### src/rtl/fgyrus_pkg.sv
// Shared types and address helper for the fgyrus FFT butterfly scheduler.
// Holds the scheduler FSM encoding, the writeback FIFO entry and the per-butterfly address map.
package fgyrus_pkg;

    localparam int FG_NUM_SAMPLES = 128;
    localparam int FG_ADDR_W      = $clog2(FG_NUM_SAMPLES);
    localparam int FG_TWDL_ADDR_W = FG_ADDR_W - 1;
    localparam int FG_STG_W       = $clog2(FG_ADDR_W);

    typedef enum logic [2:0] {
        ST_IDLE,
        ST_ISSUE_A,
        ST_ISSUE_B,
        ST_DRAIN,
        ST_FIN
    } sched_state_t;

    typedef struct packed {
        logic [FG_ADDR_W-1:0] addr_a;
        logic [FG_ADDR_W-1:0] addr_b;
    } wb_entry_t;

    typedef struct packed {
        logic [FG_ADDR_W-1:0]      addr_a;
        logic [FG_ADDR_W-1:0]      addr_b;
        logic [FG_TWDL_ADDR_W-1:0] twdl;
    } but_addr_t;

    // In-place radix-2 DIT pairing: butterfly k of stage s straddles a group of 2*half samples.
    function automatic but_addr_t but_addr(input logic [FG_STG_W-1:0] s,
                                           input logic [FG_ADDR_W-2:0] k);
        but_addr_t            r;
        logic [FG_ADDR_W-1:0] half;
        logic [FG_ADDR_W-1:0] pos;
        logic [FG_ADDR_W-1:0] grp;
        half     = FG_ADDR_W'(1) << s;
        pos      = {1'b0, k} & (half - FG_ADDR_W'(1));
        grp      = {1'b0, k} >> s;
        r.addr_a = (grp << (s + FG_STG_W'(1))) | pos;
        r.addr_b = r.addr_a + half;
        r.twdl   = FG_TWDL_ADDR_W'(pos << (FG_ADDR_W - 1 - int'(s)));
        return r;
    endfunction

endpackage

### src/rtl/fgyrus_wb_fifo.sv
// Writeback address FIFO: holds {addr_a, addr_b} of each issued butterfly until its results return.
module fgyrus_wb_fifo
    import fgyrus_pkg::*;
#(
    parameter int DEPTH = 4
) (
    input  logic                     clk,
    input  logic                     rst_n,
    input  logic                     flush_i,
    input  logic                     push_i,
    input  wb_entry_t                din_i,
    input  logic                     pop_i,
    output wb_entry_t                dout_o,
    output logic                     empty_o,
    output logic                     full_o,
    output logic [$clog2(DEPTH):0]   count_o
);

    localparam int PTR_W = $clog2(DEPTH);
    localparam int CNT_W = PTR_W + 1;

    wb_entry_t        mem_q [DEPTH];
    logic [PTR_W-1:0] wr_ptr_q, rd_ptr_q;
    logic [CNT_W-1:0] cnt_q;
    logic             do_push, do_pop;

    assign empty_o = (cnt_q == '0);
    assign full_o  = (cnt_q == CNT_W'(DEPTH));
    assign count_o = cnt_q;
    assign dout_o  = mem_q[rd_ptr_q];
    assign do_push = push_i && !full_o;
    assign do_pop  = pop_i && !empty_o;

    always_ff @(posedge clk or negedge rst_n) begin
        if (!rst_n) begin
            wr_ptr_q <= '0;
            rd_ptr_q <= '0;
            cnt_q    <= '0;
        end else if (flush_i) begin
            wr_ptr_q <= '0;
            rd_ptr_q <= '0;
            cnt_q    <= '0;
        end else begin
            if (do_push) wr_ptr_q <= wr_ptr_q + PTR_W'(1);
            if (do_pop)  rd_ptr_q <= rd_ptr_q + PTR_W'(1);
            cnt_q <= cnt_q + CNT_W'(do_push) - CNT_W'(do_pop);
        end
    end

    always_ff @(posedge clk) begin
        if (do_push) mem_q[wr_ptr_q] <= din_i;
    end

endmodule

### src/rtl/fgyrus_but_sched.sv
// Butterfly scheduler: walks all stages of an in-place radix-2 FFT, issues cache/twiddle reads
// and writes the butterfly wing results back in issue order.
module fgyrus_but_sched
    import fgyrus_pkg::*;
#(
    parameter int NUM_SAMPLES = FG_NUM_SAMPLES,
    parameter int ADDR_W      = FG_ADDR_W,
    parameter int TWDL_ADDR_W = FG_TWDL_ADDR_W,
    parameter int MEM_RD_DEL  = 2,
    parameter int MAX_OUTST   = 4
) (
    input  logic                   clk,
    input  logic                   rst_n,
    input  logic                   start_i,
    input  logic                   abort_i,
    output logic                   busy_o,
    output logic                   done_o,
    output logic                   wb_err_o,
    output logic                   cache_rden_o,
    output logic [ADDR_W-1:0]      cache_raddr_o,
    output logic                   cache_wren_o,
    output logic [ADDR_W-1:0]      cache_waddr_o,
    output logic                   twdl_rden_o,
    output logic [TWDL_ADDR_W-1:0] twdl_addr_o,
    output logic                   bw_start_o,
    input  logic                   res_vld_i
);

    localparam int K_W   = $clog2(NUM_SAMPLES) - 1;
    localparam int CNT_W = $clog2(MAX_OUTST) + 1;

    sched_state_t          state_q, state_d;
    logic [FG_STG_W-1:0]   s_q, s_d;
    logic [K_W-1:0]        k_q, k_d;
    but_addr_t             ba;
    logic                  issue_a, issue_b;
    logic                  fifo_empty, fifo_full, fifo_pop, wr_en;
    logic [CNT_W-1:0]      fifo_cnt;
    wb_entry_t             fifo_din, fifo_head;
    logic                  tgl_q, wb_err_q;
    logic [MEM_RD_DEL-1:0] vld_pipe_q;

    assign ba      = but_addr(s_q, k_q);
    assign issue_a = (state_q == ST_ISSUE_A) && !fifo_full;
    assign issue_b = (state_q == ST_ISSUE_B);

    always_ff @(posedge clk or negedge rst_n) begin
        if (!rst_n) begin
            state_q <= ST_IDLE;
            s_q     <= '0;
            k_q     <= '0;
        end else begin
            state_q <= state_d;
            s_q     <= s_d;
            k_q     <= k_d;
        end
    end

    always_comb begin
        state_d = state_q;
        s_d     = s_q;
        k_d     = k_q;
        if (abort_i) begin
            state_d = ST_IDLE;
        end else begin
            unique case (state_q)
                ST_IDLE: if (start_i) begin
                    state_d = ST_ISSUE_A;
                    s_d     = '0;
                    k_d     = '0;
                end
                ST_ISSUE_A: if (!fifo_full) state_d = ST_ISSUE_B;
                ST_ISSUE_B: begin
                    k_d     = k_q + K_W'(1);
                    state_d = (k_q == {K_W{1'b1}}) ? ST_DRAIN : ST_ISSUE_A;
                end
                // Next stage reads what this stage writes, so everything must land first.
                ST_DRAIN: if (fifo_cnt == '0) begin
                    if (s_q == FG_STG_W'(ADDR_W - 1)) begin
                        state_d = ST_FIN;
                    end else begin
                        s_d     = s_q + FG_STG_W'(1);
                        k_d     = '0;
                        state_d = ST_ISSUE_A;
                    end
                end
                ST_FIN:  state_d = ST_IDLE;
                default: state_d = ST_IDLE;
            endcase
        end
    end

    always_comb begin
        cache_rden_o  = issue_a || issue_b;
        cache_raddr_o = '0;
        twdl_rden_o   = issue_a;
        twdl_addr_o   = '0;
        busy_o        = (state_q != ST_IDLE) && (state_q != ST_FIN);
        done_o        = (state_q == ST_FIN);
        if (issue_a) begin
            cache_raddr_o = ADDR_W'(ba.addr_a);
            twdl_addr_o   = TWDL_ADDR_W'(ba.twdl);
        end else if (issue_b) begin
            cache_raddr_o = ADDR_W'(ba.addr_b);
        end
    end

    assign fifo_din.addr_a = ba.addr_a;
    assign fifo_din.addr_b = ba.addr_b;

    fgyrus_wb_fifo #(.DEPTH(MAX_OUTST)) u_fifo (
        .clk     (clk),
        .rst_n   (rst_n),
        .flush_i (abort_i),
        .push_i  (issue_b),
        .din_i   (fifo_din),
        .pop_i   (fifo_pop),
        .dout_o  (fifo_head),
        .empty_o (fifo_empty),
        .full_o  (fifo_full),
        .count_o (fifo_cnt)
    );

    // Results come as an A/B pair; the toggle picks the head entry's half.
    assign wr_en         = res_vld_i && !fifo_empty;
    assign fifo_pop      = wr_en && tgl_q;
    assign cache_wren_o  = wr_en;
    assign cache_waddr_o = tgl_q ? ADDR_W'(fifo_head.addr_b) : ADDR_W'(fifo_head.addr_a);
    assign bw_start_o    = vld_pipe_q[MEM_RD_DEL-1];
    assign wb_err_o      = wb_err_q;

    always_ff @(posedge clk or negedge rst_n) begin
        if (!rst_n) begin
            tgl_q      <= 1'b0;
            vld_pipe_q <= '0;
            wb_err_q   <= 1'b0;
        end else begin
            if (abort_i) begin
                tgl_q      <= 1'b0;
                vld_pipe_q <= '0;
            end else begin
                if (wr_en) tgl_q <= ~tgl_q;
                vld_pipe_q <= (vld_pipe_q << 1) | MEM_RD_DEL'(issue_b);
            end
            if (state_q == ST_IDLE && start_i && !abort_i) wb_err_q <= 1'b0;
            if (res_vld_i && fifo_empty) wb_err_q <= 1'b1;
        end
    end

endmodule

### config.mk
export PLATFORM = sky130hd
export DESIGN_NAME = fgyrus_but_sched
export DESIGN_NICKNAME = d
export VERILOG_FILES = /design/src/rtl/fgyrus_pkg.sv /design/src/rtl/fgyrus_wb_fifo.sv /design/src/rtl/fgyrus_but_sched.sv
export SDC_FILE = /design/constraint.sdc
export NUM_CORES = 1
export LEC_CHECK = 0
export CORE_MARGIN = 2
export CORE_UTILIZATION = 37
export DETAILED_ROUTE_END_ITERATION = 7
export SYNTH_ARGS = -nofsm -noshare
export SYNTH_HDL_FRONTEND = slang
export SYNTH_SLANG_ARGS = --single-unit
### constraint.sdc
create_clock -name clk -period 10.5 [get_ports clk]
set_input_delay 2.1 -clock clk [delete_from_list [all_inputs] [get_ports clk]]
set_output_delay 2.1 -clock clk [all_outputs]
set_load 0.005 [all_outputs]
==> impl_metrics.tcl <==
set metrics [dict create \
    dp_cells 567 \
    p_leak_nw 1.93 \
    place.gp.congestion 0.881 \
    post-route-period-util 0.743 \
    wl_per_cell_um 17.2 \
    powerDensity_nw_per_um2 175 \
    fin_crit_ns 7.81 \
    finalMaxSlewViolations 0 \
    row_count 40 \
    synth.distinct_cells 63 \
    crit_chain "clkinv_1 > ha_1 > nor2b_1 > a21oi_1 > o221ai_1 > a21oi_1 > o21ai_0 > ha_1 > o21ai_0 > a2111o_1 > o211ai_1 > or4_1 > a32o_1 > clkdlybuf4s50_1" \
    dr.pass1.iters 4 \
    drc 0 \
    drive_above_1_share 0.114 \
    critPathCaptureType "primary output" \
    yosysTopAreaCellShare 0.367 \
    slowest_stage "dfrtp_1" \
    cts_tree "done" \
    grt_overflow 0 \
    clockBufferDepth 2 \
    dieWidth_um 115 \
    max_stage_delay_ns 0.88 \
    ys_ff_latch 79 \
    timing.setup.tns_ns 0 \
    via_per_inst 5.35 \
    grt_pass1_wl_um 16200 \
    port-buffer-count 31 \
    synth.largest_area_cell "edfxtp_1" \
    synthesis.nets 415 \
    pin_count 32 \
    fp.dieArea_um2 13300 \
    slew-limit-headroom 0.300 \
    clock.fmax_mhz 128 \
    rsz0062_at_grt "false" \
    antenna_found_initial 0 \
    diodes 0 \
    post_cts_resized 0 \
    synth_edf_count 56 \
    async_flop_share 0.291 \
    grtUsageTotal 0.161 \
    synth.area.top_cells "edfxtp_1, dfrtp_1, mux4_2, ha_1, xnor2_1" \
    hold_path_class "flip-flop to flip-flop" \
    area_growth_pct 15.1 \
    cts_inserted_buffers 9 \
    vdd_drop_max_v 0.0000748 \
    die_h_um 115 \
    layout_common_cells "edfxtp_1, clkdlybuf4s50_1, nor2_1" \
    critPathRequiredTime_ns 8.40 \
    cp-start-kind "flip-flop" \
    layout.cells.non_filler 582 \
    cts-root-buf "clkbuf_16" \
    grt_pass1_vias 3013 \
    ctsHoldBuffers 0 \
    synthFlopType "edfxtp_1" \
    synth_area_per_cell_um2 11.8 \
    postSynthCellCount 388 \
    cts_sinks 79 \
    hold_viol 0 \
    yosysWarningCount 0 \
    seq_area_frac_synth 0.492 \
    vias 3111 \
    whs_path_depth 1 \
    drt_iter0_drc 219 \
    ant_nets 0 \
    core-area_um2 12100 \
    status "finished clean" \
    layout_commonest_cell "edfxtp_1" \
    arrival_ns 5.71 \
    grt_max_degree 24 \
    wl_um 10000 \
    setup_violations 0 \
    skew_ns 0.00774 \
    crit_fanout 20 \
    critPathKind "flip-flop to primary output" \
    maxCapViolations 0 \
    cts_setup_buffers 0 \
    syn-cell-area_um2 4590 \
    htreeDepth 3 \
    initial_utilization 0.380 \
    worstMarginPinSlew_ns 1.05 \
    dp_hpwl_um 7210 \
    path_clk_slew_ns 0.06 \
    clkLatencyLatePin_ns 0.33 \
    reg2reg_depth 13 \
    nets 437 \
]
## worst paths after layout
check                           slack, ns                     from                      endpoint
max in group asynchronous            7.52                    rst_n   u_fifo.count_o[1]$_DFF_PN0_
worst max-delay path                 2.69       s_q[0]$_DFFE_PN0P_              cache_raddr_o[6]
worst min register to register       0.47  vld_pipe_q[0]$_DFF_PN0_       vld_pipe_q[1]$_DFF_PN0_
min in group asynchronous            2.34                    rst_n            k_q[3]$_DFFE_PN0P_
worst min-delay path                 0.47  vld_pipe_q[0]$_DFF_PN0_       vld_pipe_q[1]$_DFF_PN0_
worst max register to register       5.34       s_q[0]$_DFFE_PN0P_  u_fifo.mem_q[3][6]$_DFFE_PP_
## logic make-up (layout without fill, tap and decap cells)
family,count (synthesis),after routing,share of synthesized area
buf+inv,44,70,0.0412
simple gates,116,116,0.132
fa+ha+maj,22,22,0.0633
compound gates,75,75,0.120
flops,79,79,0.492
xor+xnor,18,18,0.0344
mux,34,34,0.117
## worst max-delay path, delay by kind of cell, from the launching register on
kind / cells / cell delay [ns]
AOI/OAI and AO/OA: 8 / 1.64
adders and majority gates: 2 / 1.18
buffers and inverters: 2 / 0.94
DFF: 1 / 0.88
and+or+nand+nor: 2 / 0.74
## synth_stat cells (all sizes together), types with 5 or more instances
cell type  instances
nor2              28
xnor2             16
o22ai              6
nand3             11
edfxtp            56
mux2i              8
nor3              12
buf               11
a31oi              5
mux4              14
clkbuf             9
nor2b             12
nand2             19
a21oi             14
ha                20
nand2b             5
inv               22
mux2              12
dfrtp             23
o21ai             11
a22o               5
and2               9
## report_power, final
part	leakage (nW)	switching, W	internal, W
Sequential	0.826	0.0000282	0.000371
Clock	0.134	0.000120	0.000160
Combinational	0.967	0.000136	0.000108
Total	1.93	0.000284	0.000639
## registers in the layout (all words and copies together) (netlist names)
name	count
u_fifo.mem_q	56
k_q	6
s_q	3
state_q	3
u_fifo.count_o	3
u_fifo.rd_ptr_q	2
u_fifo.wr_ptr_q	2
vld_pipe_q	2
tgl_q	1
wb_err_o	1
## through the flow
step	area (um2)	total power, W	hold slack, ns	utilization	setup slack [ns]
6_report	5280	0.000922	0.468	0.437	2.69
5_1_grt	5280	0.000972	0.493	0.437	2.33
4_1_cts	5280	0.000930	0.477	0.437	2.76
3_5_place_dp	5010	0.000648	0.457	0.415	3.12
3_3_place_gp	5010	0.000643	0.454	0.415	3.29
2_1_floorplan	4590	0.000567	0.439	-	4.81
## area by class of cell
type,count,area (um2)
Fill cell,1125,6790
Sequential cell,79,2260
Multi-Input combinational cell,265,2140
Timing Repair Buffer,31,310
Clock buffer,9,225
Tap cell,168,210
Inverter,24,90.1
Clock inverter,6,43.8
## per-layer routing
metal	share of wire	GRT usage	vias up
met1	0.45	0.212	1518
met3	0.044	0.0348	19
met2	0.48	0.260	75
met4	0.029	0.0651	0
li1	-	-	1499
met5	0	0	-
Power figures use the tool's default switching activity.
